File: config.mk
export PLATFORM = sky130hd
export DESIGN_NAME = micro_ondas_ctrl
export DESIGN_NICKNAME = d
export VERILOG_FILES = /design/src/rtl/micro_ondas_pkg.sv /design/src/rtl/micro_ondas_seg7.sv /design/src/rtl/micro_ondas_ctrl.sv
export SDC_FILE = /design/constraint.sdc
export NUM_CORES = 1
export LEC_CHECK = 0
export BUFFER_PORTS_ARGS = -buffer_cell sky130_fd_sc_hd__buf_2
export CAP_MARGIN = 20
export CORE_MARGIN = 5
export CORE_UTILIZATION = 60
export CTS_BUF_LIST = sky130_fd_sc_hd__clkbuf_4
export DETAILED_ROUTE_END_ITERATION = 7
export GPL_ROUTABILITY_DRIVEN = 0
export PLACE_DENSITY = 0.83
export SYNTH_ARGS = -nofsm -noshare
export SYNTH_HDL_FRONTEND = slang
export SYNTH_HIERARCHICAL = 1
export SYNTH_SLANG_ARGS = --single-unit
File: constraint.sdc
create_clock -name clock -period 6.7 [get_ports clock]
set_input_delay 1.675 -clock clock [delete_from_list [all_inputs] [get_ports clock]]
set_output_delay 1.675 -clock clock [all_outputs]
set_load 0.05 [all_outputs]
File: src/rtl/micro_ondas_pkg.sv
// micro_ondas_pkg
// Shared types and constants for the microwave-oven controller.
//   state_t      : controller state (IDLE / COOKING / PAUSED)
//   BCD_W        : width of one BCD time digit
//   TICK_W       : width of the one-second prescaler
//   SEG_TABLE    : active-high 7-segment patterns for digits 0..9 (bit0 = a .. bit6 = g)
//   SEG_BLANK    : pattern for non-decimal codes 10..15
package micro_ondas_pkg;

  localparam int BCD_W  = 4;
  localparam int TICK_W = 16;

  typedef enum logic [1:0] {
    ST_IDLE    = 2'd0,
    ST_COOKING = 2'd1,
    ST_PAUSED  = 2'd2
  } state_t;

  // Entry k holds the pattern for digit k (entry 0 is the least significant slice).
  localparam logic [9:0][6:0] SEG_TABLE = {
    7'h6F, 7'h7F, 7'h07, 7'h7D, 7'h6D,
    7'h66, 7'h4F, 7'h5B, 7'h06, 7'h3F
  };

  localparam logic [6:0] SEG_BLANK = 7'h00;

endpackage

File: src/rtl/micro_ondas_seg7.sv
// micro_ondas_seg7
// Combinational BCD digit to 7-segment decoder.
//   i_digit [3:0] : BCD code; 10..15 show a blank digit
//   o_segs  [6:0] : segments, bit0 = a .. bit6 = g
// Build option SEG_ACTIVE_LOW_EN: when defined, o_segs is bitwise inverted
// for common-anode displays; otherwise segments are active-high.
module micro_ondas_seg7
  import micro_ondas_pkg::*;
(
  input  logic [BCD_W-1:0] i_digit,
  output logic [6:0]       o_segs
);

  logic [6:0] w_seg;

  always_comb begin
    w_seg = SEG_BLANK;
    for (int k = 0; k < 10; k++) begin
      if (i_digit == BCD_W'(k)) w_seg = SEG_TABLE[k];
    end
  end

`ifdef SEG_ACTIVE_LOW_EN
  assign o_segs = ~w_seg;
`else
  assign o_segs = w_seg;
`endif

endmodule

File: src/rtl/micro_ondas_ctrl.sv
// micro_ondas_ctrl
// Microwave-oven controller: keypad M:ST time entry, start/stop/clear,
// door interlock, one-second countdown and magnetron enable.
// Ports:
//   clock          : system clock (nominally 100 Hz), rising edge
//   reset          : synchronous, active-high reset
//   keypad [9:0]   : one-hot digit keys, level while pressed
//   startn         : active-low start / resume
//   stopn          : active-low stop / pause
//   clearn         : active-low clear of entered time
//   door_closed    : 1 = door closed
//   sec_ones_segs  : seconds-ones display segments
//   sec_tens_segs  : seconds-tens display segments
//   mins_segs      : minutes display segments
//   mag_on         : magnetron enable (registered, high only while cooking)
// Parameter CLK_DIV (2..65535): clock cycles per countdown second.
// Build option SEG_ACTIVE_LOW_EN inverts all segment outputs (see micro_ondas_seg7).
//
// state   | meaning
// --------+-----------------------------------------------------------
// IDLE    | waiting; digit entry allowed, start needs nonzero time
// COOKING | magnetron on, time counts down once per CLK_DIV cycles
// PAUSED  | stopped by stopn or open door; time and prescaler held
module micro_ondas_ctrl
  import micro_ondas_pkg::*;
#(
  parameter int CLK_DIV = 100
) (
  input  logic       clock,
  input  logic       reset,
  input  logic [9:0] keypad,
  input  logic       startn,
  input  logic       stopn,
  input  logic       clearn,
  input  logic       door_closed,
  output logic [6:0] sec_ones_segs,
  output logic [6:0] sec_tens_segs,
  output logic [6:0] mins_segs,
  output logic       mag_on
);

  localparam logic [TICK_W-1:0] TICK_LAST = TICK_W'(CLK_DIV - 1);

  state_t              r_state;
  logic [BCD_W-1:0]    r_mins;
  logic [BCD_W-1:0]    r_tens;
  logic [BCD_W-1:0]    r_ones;
  logic [TICK_W-1:0]   r_tick;
  logic                r_key_prev;
  logic                r_mag;

  state_t              w_state_next;
  logic [BCD_W-1:0]    w_mins_next;
  logic [BCD_W-1:0]    w_tens_next;
  logic [BCD_W-1:0]    w_ones_next;
  logic [TICK_W-1:0]   w_tick_next;
  logic                w_mag_next;

  logic                w_key_valid;
  logic                w_key_edge;
  logic [BCD_W-1:0]    w_key_digit;
  logic                w_time_zero;
  logic                w_start;
  logic [BCD_W-1:0]    w_dec_mins;
  logic [BCD_W-1:0]    w_dec_tens;
  logic [BCD_W-1:0]    w_dec_ones;
  logic                w_dec_zero;

  // Keypad encoder: only a single pressed key counts; chords read as "no key".
  assign w_key_valid = $onehot(keypad);
  assign w_key_edge  = w_key_valid & ~r_key_prev;

  always_comb begin
    w_key_digit = '0;
    for (int i = 0; i < 10; i++) begin
      if (keypad[i]) w_key_digit = BCD_W'(i);
    end
  end

  assign w_time_zero = (r_mins == '0) && (r_tens == '0) && (r_ones == '0);
  // Door-closed is already implied by the priority chain below.
  assign w_start     = !startn && (r_state != ST_COOKING) && !w_time_zero;

  // One-second BCD decrement; tens above 5 (from entry) simply count down.
  always_comb begin
    w_dec_mins = r_mins;
    w_dec_tens = r_tens;
    w_dec_ones = r_ones;
    if (r_ones != '0) begin
      w_dec_ones = r_ones - 4'd1;
    end else if (r_tens != '0) begin
      w_dec_ones = 4'd9;
      w_dec_tens = r_tens - 4'd1;
    end else begin
      w_dec_ones = 4'd9;
      w_dec_tens = 4'd5;
      w_dec_mins = r_mins - 4'd1;
    end
  end

  assign w_dec_zero = (r_mins == '0) && (r_tens == '0) && (r_ones == 4'd1);

  always_ff @(posedge clock) begin
    if (reset) begin
      r_state    <= ST_IDLE;
      r_mins     <= '0;
      r_tens     <= '0;
      r_ones     <= '0;
      r_tick     <= '0;
      r_key_prev <= 1'b0;
      r_mag      <= 1'b0;
    end else begin
      r_state    <= w_state_next;
      r_mins     <= w_mins_next;
      r_tens     <= w_tens_next;
      r_ones     <= w_ones_next;
      r_tick     <= w_tick_next;
      r_key_prev <= w_key_valid;
      r_mag      <= w_mag_next;
    end
  end

  // Priority: clearn > (door open or stopn) > start > key entry > tick.
  always_comb begin
    w_state_next = r_state;
    w_mins_next  = r_mins;
    w_tens_next  = r_tens;
    w_ones_next  = r_ones;
    w_tick_next  = r_tick;
    w_mag_next   = r_mag;

    if (!clearn) begin
      w_state_next = ST_IDLE;
      w_mins_next  = '0;
      w_tens_next  = '0;
      w_ones_next  = '0;
      w_tick_next  = '0;
      w_mag_next   = 1'b0;
    end else if (!door_closed || !stopn) begin
      if (r_state == ST_COOKING) begin
        w_state_next = ST_PAUSED;
        w_mag_next   = 1'b0;
      end
    end else if (w_start) begin
      w_state_next = ST_COOKING;
      w_tick_next  = '0;
      w_mag_next   = 1'b1;
    end else if (w_key_edge && (r_state != ST_COOKING)) begin
      w_mins_next = r_tens;
      w_tens_next = r_ones;
      w_ones_next = w_key_digit;
    end else if (r_state == ST_COOKING) begin
      if (r_tick == TICK_LAST) begin
        w_tick_next = '0;
        w_mins_next = w_dec_mins;
        w_tens_next = w_dec_tens;
        w_ones_next = w_dec_ones;
        if (w_dec_zero) begin
          w_state_next = ST_IDLE;
          w_mag_next   = 1'b0;
        end
      end else begin
        w_tick_next = r_tick + 16'd1;
      end
    end
  end

  assign mag_on = r_mag;

  micro_ondas_seg7 u_seg_ones (
    .i_digit (r_ones),
    .o_segs  (sec_ones_segs)
  );

  micro_ondas_seg7 u_seg_tens (
    .i_digit (r_tens),
    .o_segs  (sec_tens_segs)
  );

  micro_ondas_seg7 u_seg_mins (
    .i_digit (r_mins),
    .o_segs  (mins_segs)
  );

endmodule

**Word level (Yosys, flattened, before mapping)**

Index checks and enable logic that the tools add are counted.

- $add $sub $neg: 13
- Equal/unequal tests: 36
- Multiplexer cells: 71
- Bitwise operators: 5
- Reductions and logical operators: 27

Operators with widths:

| kind | count |
|---|---|
| $mux W7 | 24 |
| $mux W4 | 22 |
| $mux W16 | 4 |
| $eq A4 B3 Y1 const B | 12 |
| $mux W6 | 6 |
| $eq A4 B2 Y1 const B | 6 |
| $eq A4 B4 Y1 const B | 6 |
| $add A16 B1 Y16 const B | 1 |
| $eq A16 B7 Y1 const B | 1 |
| $eq A4 B1 Y1 const B | 4 |
| $mux W2 | 7 |
| $logic_not A4 Y1 | 3 |
| $sub A4 B1 Y4 const B | 3 |
| $add A1 B1 Y2 | 5 |
| $reduce_and A5 Y1 | 2 |
| $mux W1 | 8 |
| $ne A2 B1 Y1 const B | 4 |
| $reduce_bool A4 Y1 | 2 |
| $add A2 B2 Y3 | 2 |
| $logic_and A1 B1 Y1 | 6 |
| $reduce_and A6 Y1 | 1 |
| $reduce_bool A2 Y1 | 3 |
| $reduce_bool A3 Y1 | 2 |
| $add A3 B3 Y4 | 1 |
| 11 further kinds | 17 |

- Register bits after elaboration: 32
- Input port bits: 16
- Output and inout port bits: 22
- Logic and storage cells: 159

**Logic depth before layout (Yosys ltp)**

Gate-level depths: netlist (run 1).

- Depth after elaboration: 11
- Gate-level depth with buffers: 14
- Depth with buffers taken out: 13

**Cells and area by module**

Netlist (run 1), hierarchy kept.

Modules (own cells, without submodules):

| module | instances | cells each | area each (µm²) | seq. area each (µm²) |
|---|---|---|---|---|
| micro_ondas_ctrl | 1 | 251 | 2159.6 | 620.6 |
| micro_ondas_seg7 | 3 | 23 | 172.7 | 0.0 |

**Least setup slack after synthesis (run 1)**

Ideal clock, no wire load.

- Path kind: input to register
- From: input keypad[0]
- To: register r_ones[2]
- Setup time: 0.061 ns
- Data arrival time: 5.160 ns
- Data required time: 6.639 ns
- Path slack: 1.480 ns
- Stages on the path: 13
- Buffers on the path: 0
- Path through: fa_1 fa_1 inv_1 fa_1 inv_1 ha_1 inv_1 fa_1 a2111oi_4 o2111ai_1 or3_1 o32ai_2 a32o_1

- Longest elaborated chain between the ends: 9
- Elaborated cells on any way between the ends: 11
- Classes of those cells: add/sub: 4; eq/ne: 1; mux: 1; bitwise: 1; reduce/logical: 4

RTL lines:

| what | RTL line | source |
|---|---|---|
| start: declaration | micro_ondas_ctrl.sv:31 | `input logic [9:0] keypad,` |
| $add A1 B1 Y2 (not written as such) (*) | micro_ondas_ctrl.sv:70 | `assign w_key_valid = $onehot(keypad);` |
| $add A2 B2 Y3 (not written as such) (*) | micro_ondas_ctrl.sv:70 |  |
| $add A3 B3 Y4 (not written as such) (*) | micro_ondas_ctrl.sv:70 |  |
| $add A4 B2 Y4 (not written as such) (*) | micro_ondas_ctrl.sv:70 |  |
| $eq A4 B1 Y1 (*) | micro_ondas_ctrl.sv:70 |  |
| $and A1 B1 Y1 (*) | micro_ondas_ctrl.sv:71 | `assign w_key_edge = w_key_valid & ~r_key_prev;` |
| $logic_and A1 B1 Y1 (*) | micro_ondas_ctrl.sv:148 | `end else if (w_key_edge && (r_state != ST_COOKING)) begin` |
| $reduce_bool A2 Y1 (no line) | - |  |
| $reduce_and A4 Y1 (no line) | - |  |
| end signal: assignment | micro_ondas_ctrl.sv:116 | `r_ones <= w_ones_next;` |
| end: declaration | micro_ondas_ctrl.sv:47 | `logic [BCD_W-1:0] r_ones;` |

Every way passes the cells marked *; elsewhere a longest branch is shown, timed or not.
A chain may end at the register's enable or synchronous reset.

**Final worst setup path (run 1)**

- From: input keypad[5]
- To: register r_tens[1]

- Longest elaborated chain between the ends: 9
- Elaborated cells on any way between the ends: 12
- Classes of those cells: add/sub: 4; eq/ne: 2; mux: 1; bitwise: 1; reduce/logical: 4

RTL lines:

| what | RTL line | source |
|---|---|---|
| $add A1 B1 Y2 (not written as such) (*) | micro_ondas_ctrl.sv:70 |  |
| $add A2 B2 Y3 (not written as such) (*) | micro_ondas_ctrl.sv:70 |  |
| $add A3 B3 Y4 (not written as such) (*) | micro_ondas_ctrl.sv:70 |  |
| $add A4 B2 Y4 (not written as such) (*) | micro_ondas_ctrl.sv:70 |  |
| $eq A4 B1 Y1 (*) | micro_ondas_ctrl.sv:70 |  |
| $and A1 B1 Y1 (*) | micro_ondas_ctrl.sv:71 |  |
| $logic_and A1 B1 Y1 (*) | micro_ondas_ctrl.sv:148 |  |
| $ne A2 B1 Y1 (no line) / $reduce_bool A2 Y1 (equally long branches) | - |  |
| $reduce_and A5 Y1 (no line) | - |  |
| end signal: assignment | micro_ondas_ctrl.sv:115 | `r_tens <= w_tens_next;` |
| end: declaration | micro_ondas_ctrl.sv:46 | `logic [BCD_W-1:0] r_tens;` |

Marked as above.

==> run metrics, run 1 <==
status=complete, no violations; min cycle time layout=between 5 and 6 ns; met1 usage=29.9%; number of synthesized flops with an enable pin=0; Reg clk slew, reported paths=0.11 ns; LEAKAGE=around 0.98 nW; Syn Area/Cell=~8.4 sq um; number of hold violations in the final report=0; chip width=approximately 77 microns; worst setup path start=keypad[5]; Setup Viol. Count Final=0; total of max-cap violations=0; Iter 0 DRT Violations=255; wire per inst=15.7 microns; sequential-to-total area share from yosys stat=between 20% and 30%; Clock Skew=0.00944 ns; total gr overflow=0; area delta synth->final=8.18%; # nets final=375; Crit. End Element=flop; cell count after synthesis=320; hold_buf cts=0; IO buf count=37; reg-to-reg slack, setup=4.12 ns; CTS H-Tree Depth=2; crit-path max FO=16; Critical Path RT=6.96 ns; Fmax=between 0.15 and 0.2 GHz; routed via count=around 2,600; asr flop ratio synth=0%; CP Capture Point=r_tens[1]; ANT cells=0; setup TNS=0 ns; clk buf depth=2; post-synthesis cell area=between 2000 and 3000 sq um; worst slew pin tran=between 0.8 and 0.9 ns; headroom to the max-slew limit=46.1%; CTS tree=yes; Clk pwr share=between 20% and 30%; GRT Overall Usage=around a fifth; vias per inst=approximately 6.4; Final Power=0.000501 W; HPWL Detailed=4500 microns; Post-Route WL=approximately 6300 microns; Top FF cell, synth=dfxtp_1; cell row count=24; Yosys reg bits=31; CTS Root Cell=clkbuf_4; reg-to-reg critical path startpoint=r_mins[0]; final worst-path cycle share=79.7%; Reg-to-Reg End=r_ones[2]; Final Max Tran Viols=0; combinational fraction of design power=31.8%; final core occ=roughly two thirds; DRC viols=0; worst vdd ir=roughly 0.14 mV; Post-Layout Cell Count=between 400 and 500; Worst Hold Class=reg2reg; critical path startpoint category=input port; Syn Nets=346; Initial Utilization=61.5%; Skew-Pair Late Insertion Delay=about 0.35 ns; grt peak-use layer=met2; met3 usage=under 10%; vias in the first global route=2,305; first drt pass iteration count=4; die outline height=around 77 microns; NetSw=0.000180 W; postcts setup bufs=0; CTS sink cnt=31; layout cells sized above 1=a little over a fifth; Synth warnings=6; pwr dens=173 nW/um^2; Sw Share=a little over a third; CTS Buf Count=5; Crit Path Category=in2reg; WHS=0.516 ns; WP data arrival=between 5 and 6 ns; WHS Path Cells=2; depth of the worst register-to-register path=7; Int Power=about 0.00032 W; sequential cell fraction of total power=around two fifths; initial antenna violation count=0; Ports=38; largest net degree at the start of global routing=20; Resize count post-CTS=0; Netlist cell types=67; first-pass GRT wire length=10,700 microns; routing usage on met2=between 30% and 40%; core box area=approximately 4400 sq um; ANT nets after route=0; RSZ-0062 raised after global routing=false; die area=a little under 6000 sq um; DP Cell Count=roughly 390
-- cells in the final DEF (no fill, tap or decap), types with 3 or more instances in the layout --
cell,n
a211oi_1,6
buf_2,37
xnor2_2,3
a22oi_1,4
nor4_1,6
nor2b_4,3
nand2_1,15
a221oi_2,3
o21ai_0,9
o211ai_1,6
inv_1,21
a21oi_1,21
o21a_1,5
a32o_1,4
ha_1,4
or4_1,7
o31ai_1,10
fa_1,6
xor2_1,4
nand4_1,5
or3_1,4
and2_1,6
nor2b_1,12
o22ai_1,4
a31oi_1,3
o32ai_1,3
a21o_1,5
nand3_1,8
nor2_1,32
clkbuf_4,5
dfxtp_1,31
nor3_1,12
nor4_2,3
-- power groups by stage --
| stage | clock, W | combinational [W] | sequential [W] |
|---|---|---|---|
| floorplan | 0 | 0.000129 | 0.000194 |
| global placement | 0 | 0.000153 | 0.000197 |
| detailed placement | 0 | 0.000156 | 0.000197 |
| CTS | 0.000151 | 0.000158 | 0.000193 |
| global route | 0.000159 | 0.000176 | 0.000194 |
| finish | 0.000148 | 0.000159 | 0.000193 |
-- state kept, by name, summed over array words and instances (netlist names) --
signal	count
r_ones	4
r_key_prev	1
r_state	2
r_tick	16
r_tens	4
r_mins	4
-- kinds of logic after synthesis --
group / count (synthesis) / synth area share [%]
compound gates: 104 / 30.7
flops: 31 / 23.2
xor+xnor: 9 / 3.79
simple gates: 129 / 28.8
buf+inv: 37 / 7.24
fa+ha+maj: 10 / 6.36
-- routing by layer --
| metal | vias up | routed length, microns |
|---|---|---|
| met5 | - | 0 |
| met4 | 0 | 104 |
| met3 | 10 | 393 |
| met2 | 89 | 2850 |
| met1 | 1220 | 2950 |
| li1 | 1270 | - |
-- critical path: stages --
cell	delay, ns
buf_2	0.13
fa_1	0.49
fa_1	0.49
inv_1	0.05
fa_1	0.42
inv_1	0.06
ha_1	0.20
inv_1	0.07
fa_1	0.42
a2111oi_4	0.38
o2111a_1	0.60
a21oi_1	0.08
a31o_2	0.27
nor4_2	0.24
-- through the flow --
stage	instance area [sq um]	setup WS, ns
3_5_place_dp	2820	1.04
6_report	2900	1.36
4_1_cts	2900	1.40
2_1_floorplan	2680	1.48
5_1_grt	2900	1.14
3_3_place_gp	2820	1.11
-- final cells by class --
cell class,count,area (sq um)
tap,52,65.1
sequential,31,621
timing repair buffer,38,193
fill,401,1460
clock buffer,5,37.5
inverter,21,78.8
clock inverter,3,38.8
multi-input combinational,252,1860
-- cell usage after synthesis, types with 2 or more instances --
cell / count / share of area (%)
nand2_1: 15 / 2.1
and2_1: 6 / 1.4
nand3_1: 8 / 1.5
a31o_2: 2 / 0.65
inv_1: 21 / 2.9
buf_2: 8 / 1.5
o32ai_1: 3 / 0.98
or3_1: 4 / 0.93
nor2b_4: 3 / 1.5
xnor2_1: 2 / 0.65
o2111ai_1: 2 / 0.65
or4_1: 7 / 2.0
a221oi_2: 3 / 1.7
xor2_1: 4 / 1.3
o22ai_1: 4 / 0.93
a21oi_1: 21 / 3.9
nand4_1: 5 / 1.2
o211ai_1: 6 / 1.7
nor4_1: 6 / 1.4
clkbuf_1: 2 / 0.28
a211oi_1: 6 / 1.7
xnor2_2: 3 / 1.8
ha_1: 4 / 1.9
buf_6: 6 / 2.5
nand2b_1: 2 / 0.47
a22oi_1: 4 / 1.1
dfxtp_1: 31 / 23
fa_1: 6 / 4.5
nor4_2: 3 / 1.4
a31oi_1: 3 / 0.70
o31ai_1: 10 / 2.8
nor2b_1: 12 / 2.8
a21o_1: 5 / 1.4
a32o_1: 4 / 1.5
nor3_1: 12 / 2.2
nor2_1: 32 / 4.5
o21a_1: 5 / 1.4
o21ai_0: 9 / 1.7
o31a_1: 2 / 0.65
and3_1: 2 / 0.47
-- worst min-delay path by stage --
stage / from / end / slack, ns
5_1_grt: r_tick[13] / r_tick[13] / 0.55
3_5_place_dp: r_tick[6] / r_tick[6] / 0.50
4_1_cts: r_tick[1] / r_tick[1] / 0.51
2_1_floorplan: r_tick[1] / r_tick[1] / 0.46
3_3_place_gp: r_tick[1] / r_tick[1] / 0.48
6_report: r_tick[13] / r_tick[13] / 0.52
Note: power is estimated with default switching activity, not from simulation.
==> inputs of run 2 (changes only) <==
clock period = 5.15 ns   (was 6.7 ns; I/O delays follow)
==> run metrics, run 2 (synthesis results as in run 1) <==
Skew-Pair Late Insertion Delay=0.33 ns (was 0.35 ns); ANT cells=0 (unchanged); # nets final=377 (was 375); total gr overflow=0 (unchanged); CTS H-Tree Depth=2 (unchanged); most frequent cells in the layout=buf_2 (37), nor2_1 (32), dfxtp_1 (31) (unchanged); Reg with most FFs=r_tick (unchanged); worst slew pin tran=0.771 ns (was 0.806 ns); Ports=38 (unchanged); setup TNS=0 ns (unchanged); die outline height=76.8 microns (unchanged); CTS Root Cell=clkbuf_4 (unchanged); met1 usage=29.1% (was 29.9%); critical path startpoint category=input port (unchanged); die area=5900 sq um (unchanged); crit-path max FO=10 (was 16); Fmax=0.208 GHz; routing usage on met2=34.5% (was 32.2%); DP Cell Count=396 (was 394); core box area=4350 sq um (unchanged); cell row count=24 (unchanged); met3 usage=5.85% (was 4.57%); Final Max Tran Viols=0 (unchanged); Critical Path RT=5.44 ns (was 6.96 ns); status=complete, no violations (unchanged); number of hold violations in the final report=0 (unchanged); Reg-to-Reg End=r_ones[0] (was r_ones[2]); CP Depth=15 (was 14); Iter 0 DRT Violations=227 (was 255); DRC viols=0 (unchanged); largest net degree at the start of global routing=20 (unchanged); grt peak-use layer=met2 (unchanged); Crit Path Category=in2reg (unchanged); HPWL Detailed=4600 microns (was 4500 microns); Largest register FFs=16 (unchanged); Reg clk slew, reported paths=0.10 ns (was 0.11 ns); Largest delay share family, worst path=adder cells (unchanged); first-pass GRT wire length=11,000 microns (was 10,700 microns); GRT Overall Usage=21.8% (was 21.3%); cell mode on critical path=fa_1 (unchanged); crit path cell chain=buf_2 -> fa_1 -> fa_1 -> inv_1 -> fa_1 -> inv_1 -> ha_1 -> inv_1 -> fa_1 -> a2111oi_4 -> o2111a_1 -> buf_4 -> nand2_1 -> a31oi_1 -> o221a_2 (was buf_2 -> fa_1 -> fa_1 -> inv_1 -> fa_1 -> inv_1 -> ha_1 -> inv_1 -> fa_1 -> a2111oi_4 -> o2111a_1 -> a21oi_1 -> a31o_2 -> nor4_2); first drt pass iteration count=5 (was 4); layout cells sized above 1=21.9% (was 21.1%); CTS Buf Count=5 (unchanged); Resize count post-CTS=0 (unchanged); wire per inst=15.6 microns (was 15.7 microns); total of max-cap violations=0 (unchanged); slowest stage cell, crit path=fa_1 (was o2111a_1); reg-to-reg slack, setup=2.61 ns (was 4.12 ns); pwr dens=211 nW/um^2 (was 173 nW/um^2); final worst-path cycle share=between 90% and 100%; post-route setup slack=0.341 ns (was 1.36 ns); area delta synth->final=7.85% (was 8.18%); Initial Utilization=61.5% (unchanged); slowest stage delay, CP=0.51 ns (was 0.60 ns); Post-Route WL=6290 microns (about the same); Final Power=0.000609 W (was 0.000501 W); Setup Viol. Count Final=0 (unchanged); initial antenna violation count=0 (unchanged); depth of the worst register-to-register path=7 (unchanged); DP Worst Slack=0.0436 ns (was 1.04 ns); Buf/Inv on CP=5 (was 4); CTS sink cnt=31 (unchanged); WP data arrival=5.10 ns (was 5.60 ns); vias in the first global route=2,357 (was 2,305); worst vdd ir=0.164 mV (was 0.143 mV); worst setup path start=keypad[0] (was keypad[5]); Crit. End Element=flop (unchanged); LEAKAGE=0.978 nW (was 0.976 nW); hold_buf cts=0 (unchanged); vias per inst=6.42 (was 6.44); min cycle time layout=slightly below 5 ns; IO buf count=37 (unchanged); chip width=76.8 microns (unchanged); RSZ-0062 raised after global routing=false (unchanged); reg-to-reg critical path startpoint=r_mins[1] (was r_mins[0]); Worst Hold Class=reg2reg (unchanged); CTS tree=yes (unchanged); headroom to the max-slew limit=48.5% (was 46.1%); clk buf depth=2 (unchanged); WHS=0.503 ns (was 0.516 ns); Post-Layout Cell Count=404 (was 402); Clock Skew=0.00974 ns (was 0.00944 ns); postcts setup bufs=0 (unchanged); ANT nets after route=0 (unchanged); CP Capture Point=r_mins[2] (was r_tens[1]); most common cell after layout, fill and taps aside=buf_2 (unchanged); routed via count=2,593 (was 2,589)
run 2: changes by cell type in the layout (fill, tap and decap cells not counted):
cell,delta
buf_4,+2
bufinv_16,-1
clkinv_1,-1
clkinv_2,+2
run 2: through the flow:
step	instance area, sq um	util [%]
5_1_grt	2890	66.3
3_5_place_dp	2840	65.1
6_report	2890	66.3
2_1_floorplan	2680	-
3_3_place_gp	2840	65.1
4_1_cts	2890	66.3
run 2: worst min-delay path by stage:
stage | startpoint | end | slack [ns] | cells after the start
2_1_floorplan | r_tick[1] | r_tick[1] | 0.46 | 2
3_3_place_gp | r_tick[1] | r_tick[1] | 0.48 | 2
3_5_place_dp | r_tick[15] | r_tick[15] | 0.49 | 2
4_1_cts | r_tick[1] | r_tick[1] | 0.50 | 2
5_1_grt | r_tick[1] | r_tick[1] | 0.53 | 2
6_report | r_tick[15] | r_tick[15] | 0.50 | 2
run 2: layout make-up:
class	count	area, sq um
Multi-Input combinational cell	252	1860
Clock buffer	5	37.5
Tap cell	52	65.1
Clock inverter	3	15.0
Inverter	21	78.8
Timing Repair Buffer	40	208
Fill cell	359	1470
Sequential cell	31	621
run 2: report_power, final:
part	leakage, nW	internal (W)	switching, W
logic	0.693	0.0000823	0.000137
clock network	0.0347	0.0000507	0.0000877
registers	0.250	0.000243	0.00000831
run 2: tightest hold or removal path, stage by stage, from the launching register on:
cell and delay [ns]:
dfxtp_1 0.34, o31ai_1 0.07, a21oi_1 0.05
run 2: metal layers:
metal	share of wire [%]	up-vias
li1	-	1271
met1	45	1222
met2	47	93
met3	6.7	7
met4	0.92	0
met5	0	-
==> inputs of run 3 (changes only) <==
CELL_PAD_IN_SITES_DETAIL_PLACEMENT = 1   (was unset)
CELL_PAD_IN_SITES_GLOBAL_PLACEMENT = 2   (was unset)
CORE_UTILIZATION = 36   (was 60)
PLACE_DENSITY = unset   (was 0.83)
PLACE_DENSITY_LB_ADDON = 0.1   (was unset)
==> run metrics, run 3 (synthesis results as in run 1) <==
most common cell after layout, fill and taps aside=buf_2 (unchanged); setup TNS=0 ns (unchanged); IO buf count=37 (unchanged); wire per inst=16.6 microns (was 15.6 microns); first-pass GRT wire length=12,700 microns (was 11,000 microns); CTS H-Tree Depth=2 (unchanged); RSZ-0062 raised after global routing=false (unchanged); final worst-path cycle share=92.5% (was 93.4%); min cycle time layout=4.76 ns (was 4.81 ns); hold_buf cts=0 (unchanged); Metal-1 WL=3860 microns (was 2850 microns); HP Start=r_tick[1] (was r_tick[15]); chip width=96.2 microns (was 76.8 microns); postcts setup bufs=0 (unchanged); initial antenna violation count=0 (unchanged); Reg clk slew, reported paths=0.11 ns (was 0.10 ns); Crit Path Category=in2reg (unchanged); total gr overflow=0 (unchanged); cell row count=31 (was 24); routed via count=2,567 (was 2,593); WHS=0.513 ns (was 0.503 ns); ANT nets after route=0 (unchanged); Critical Path RT=5.37 ns (was 5.44 ns); core box area=7250 sq um (was 4350 sq um); headroom to the max-slew limit=43.2% (was 48.5%); Sw Share=38.1% (was 38.2%); combinational fraction of design power=35.3% (was 36.0%); Final Max Tran Viols=0 (unchanged); worst setup path start=keypad[0] (unchanged); Setup Viol. Count Final=0 (unchanged); DRC viols=0 (unchanged); Fmax=0.210 GHz (was 0.208 GHz); area delta synth->final=10.5% (was 7.85%); Clock Skew=0.00927 ns (was 0.00974 ns); CTS sink cnt=31 (unchanged); crit-path max FO=10 (unchanged); clk buf depth=2 (unchanged); Crit. End Element=flop (unchanged); status=complete, no violations (unchanged); Int Power=0.000391 W (was 0.000376 W); Post-Route WL=7500 microns (was 6290 microns); Initial Utilization=36.9% (was 61.5%); CTS Root Cell=clkbuf_4 (unchanged); Iter 0 DRT Violations=96 (was 227); Fill cells=934 (was 359); sequential cell fraction of total power=39.9% (was 41.3%); WP data arrival=4.98 ns (was 5.10 ns); pwr dens=213 nW/um^2 (was 211 nW/um^2); LEAKAGE=0.984 nW (was 0.978 nW); Clk pwr share=24.8% (was 22.7%); reg-to-reg critical path startpoint=r_tick[0] (was r_mins[1]); worst slew pin tran=0.851 ns (was 0.771 ns); first drt pass iteration count=4 (was 5); most frequent cells in the layout=buf_2 (37), nor2_1 (32), dfxtp_1 (31) (unchanged); vias in the first global route=2,582 (was 2,357); Skew-Pair Late Insertion Delay=0.34 ns (was 0.33 ns); Worst Hold Class=reg2reg (unchanged); WHS Path Cells=2 (unchanged); Resize count post-CTS=0 (unchanged); ANT cells=0 (unchanged); worst vdd ir=0.0854 mV (was 0.164 mV); Ports=38 (unchanged); total of max-cap violations=0 (unchanged); DR top layer=met4 (unchanged); # nets final=378 (was 377); die area=9260 sq um (was 5900 sq um); CTS Buf Count=5 (unchanged); NetSw=0.000240 W (was 0.000233 W); Reg with most FFs=r_tick (unchanged); number of hold violations in the final report=0 (unchanged); depth of the worst register-to-register path=6 (was 7); CTS tree=yes (unchanged); vias per inst=5.68 (was 6.42); WL met2=3340 microns (was 2960 microns); critical path startpoint category=input port (unchanged); metal3 WL=224 microns (was 423 microns); Largest register FFs=16 (unchanged); layout cells sized above 1=22.1% (was 21.9%); HPWL Detailed=5510 microns (was 4600 microns); die outline height=96.2 microns (was 76.8 microns); GRT Overall Usage=17.3% (was 21.8%); largest net degree at the start of global routing=20 (unchanged)
[run 3: cell types whose count changed in the layout (fill, tap and decap cells not counted), sizes merged]
cell and change:
buf +1, clkbuf +2, clkinv -2
[run 3: worst max-delay path, stage by stage]
cell and delay [ns]:
buf_2 0.11, fa_1 0.51, fa_1 0.52, inv_1 0.05
fa_1 0.43, inv_1 0.06, ha_1 0.15, inv_1 0.05
fa_1 0.41, a2111oi_4 0.39, o2111a_1 0.40, buf_4 0.22
a21oi_1 0.08, o41ai_1 0.30
[run 3: area by class of cell]
class	instances	area, sq um	share of cell area (%)
Multi-Input combinational cell	252	1860	63.0
Sequential cell	31	621	21.0
Timing Repair Buffer	41	215	7.27
Tap cell	99	124	4.19
Inverter	21	78.8	2.66
Clock buffer	7	52.6	1.78
Clock inverter	1	5.00	0.169
[run 3: per-stage QoR]
| step | power (W) | std cells | setup slack [ns] | utilization [%] | instance area (sq um) |
|---|---|---|---|---|---|
| floorplan | 0.000420 | 320 | 0.317 | - | 2680 |
| global placement | 0.000475 | 444 | 0.129 | 40.0 | 2900 |
| CTS | 0.000641 | 452 | 0.379 | 40.8 | 2960 |
| global route | 0.000671 | 452 | 0.165 | 40.8 | 2960 |
| detailed placement | 0.000480 | 444 | 0.0195 | 40.0 | 2900 |
| finish | 0.000631 | 452 | 0.388 | 40.8 | 2960 |
[run 3: per-layer routing]
| metal | up-vias | global-route usage, % |
|---|---|---|
| met5 | - | 0 |
| met4 | 0 | 4.62 |
| met3 | 9 | 2.66 |
| met2 | 40 | 27.1 |
| li1 | 1275 | - |
| met1 | 1243 | 24.6 |
[run 3: worst paths after layout]
check,end,slack [ns]
setup / recovery,r_mins[1],0.39
setup reg to reg,r_tick[3],2.58
hold reg to reg,r_tick[1],0.51
hold / removal,r_tick[1],0.51
[run 3: power groups by stage]
| stage | Combinational [W] | Clock [W] | Sequential (W) |
|---|---|---|---|
| 6_report | 0.000223 | 0.000156 | 0.000252 |
| 4_1_cts | 0.000225 | 0.000164 | 0.000252 |
| 5_1_grt | 0.000245 | 0.000173 | 0.000253 |
| 3_3_place_gp | 0.000218 | 0 | 0.000257 |
| 3_5_place_dp | 0.000223 | 0 | 0.000257 |
| 2_1_floorplan | 0.000168 | 0 | 0.000252 |
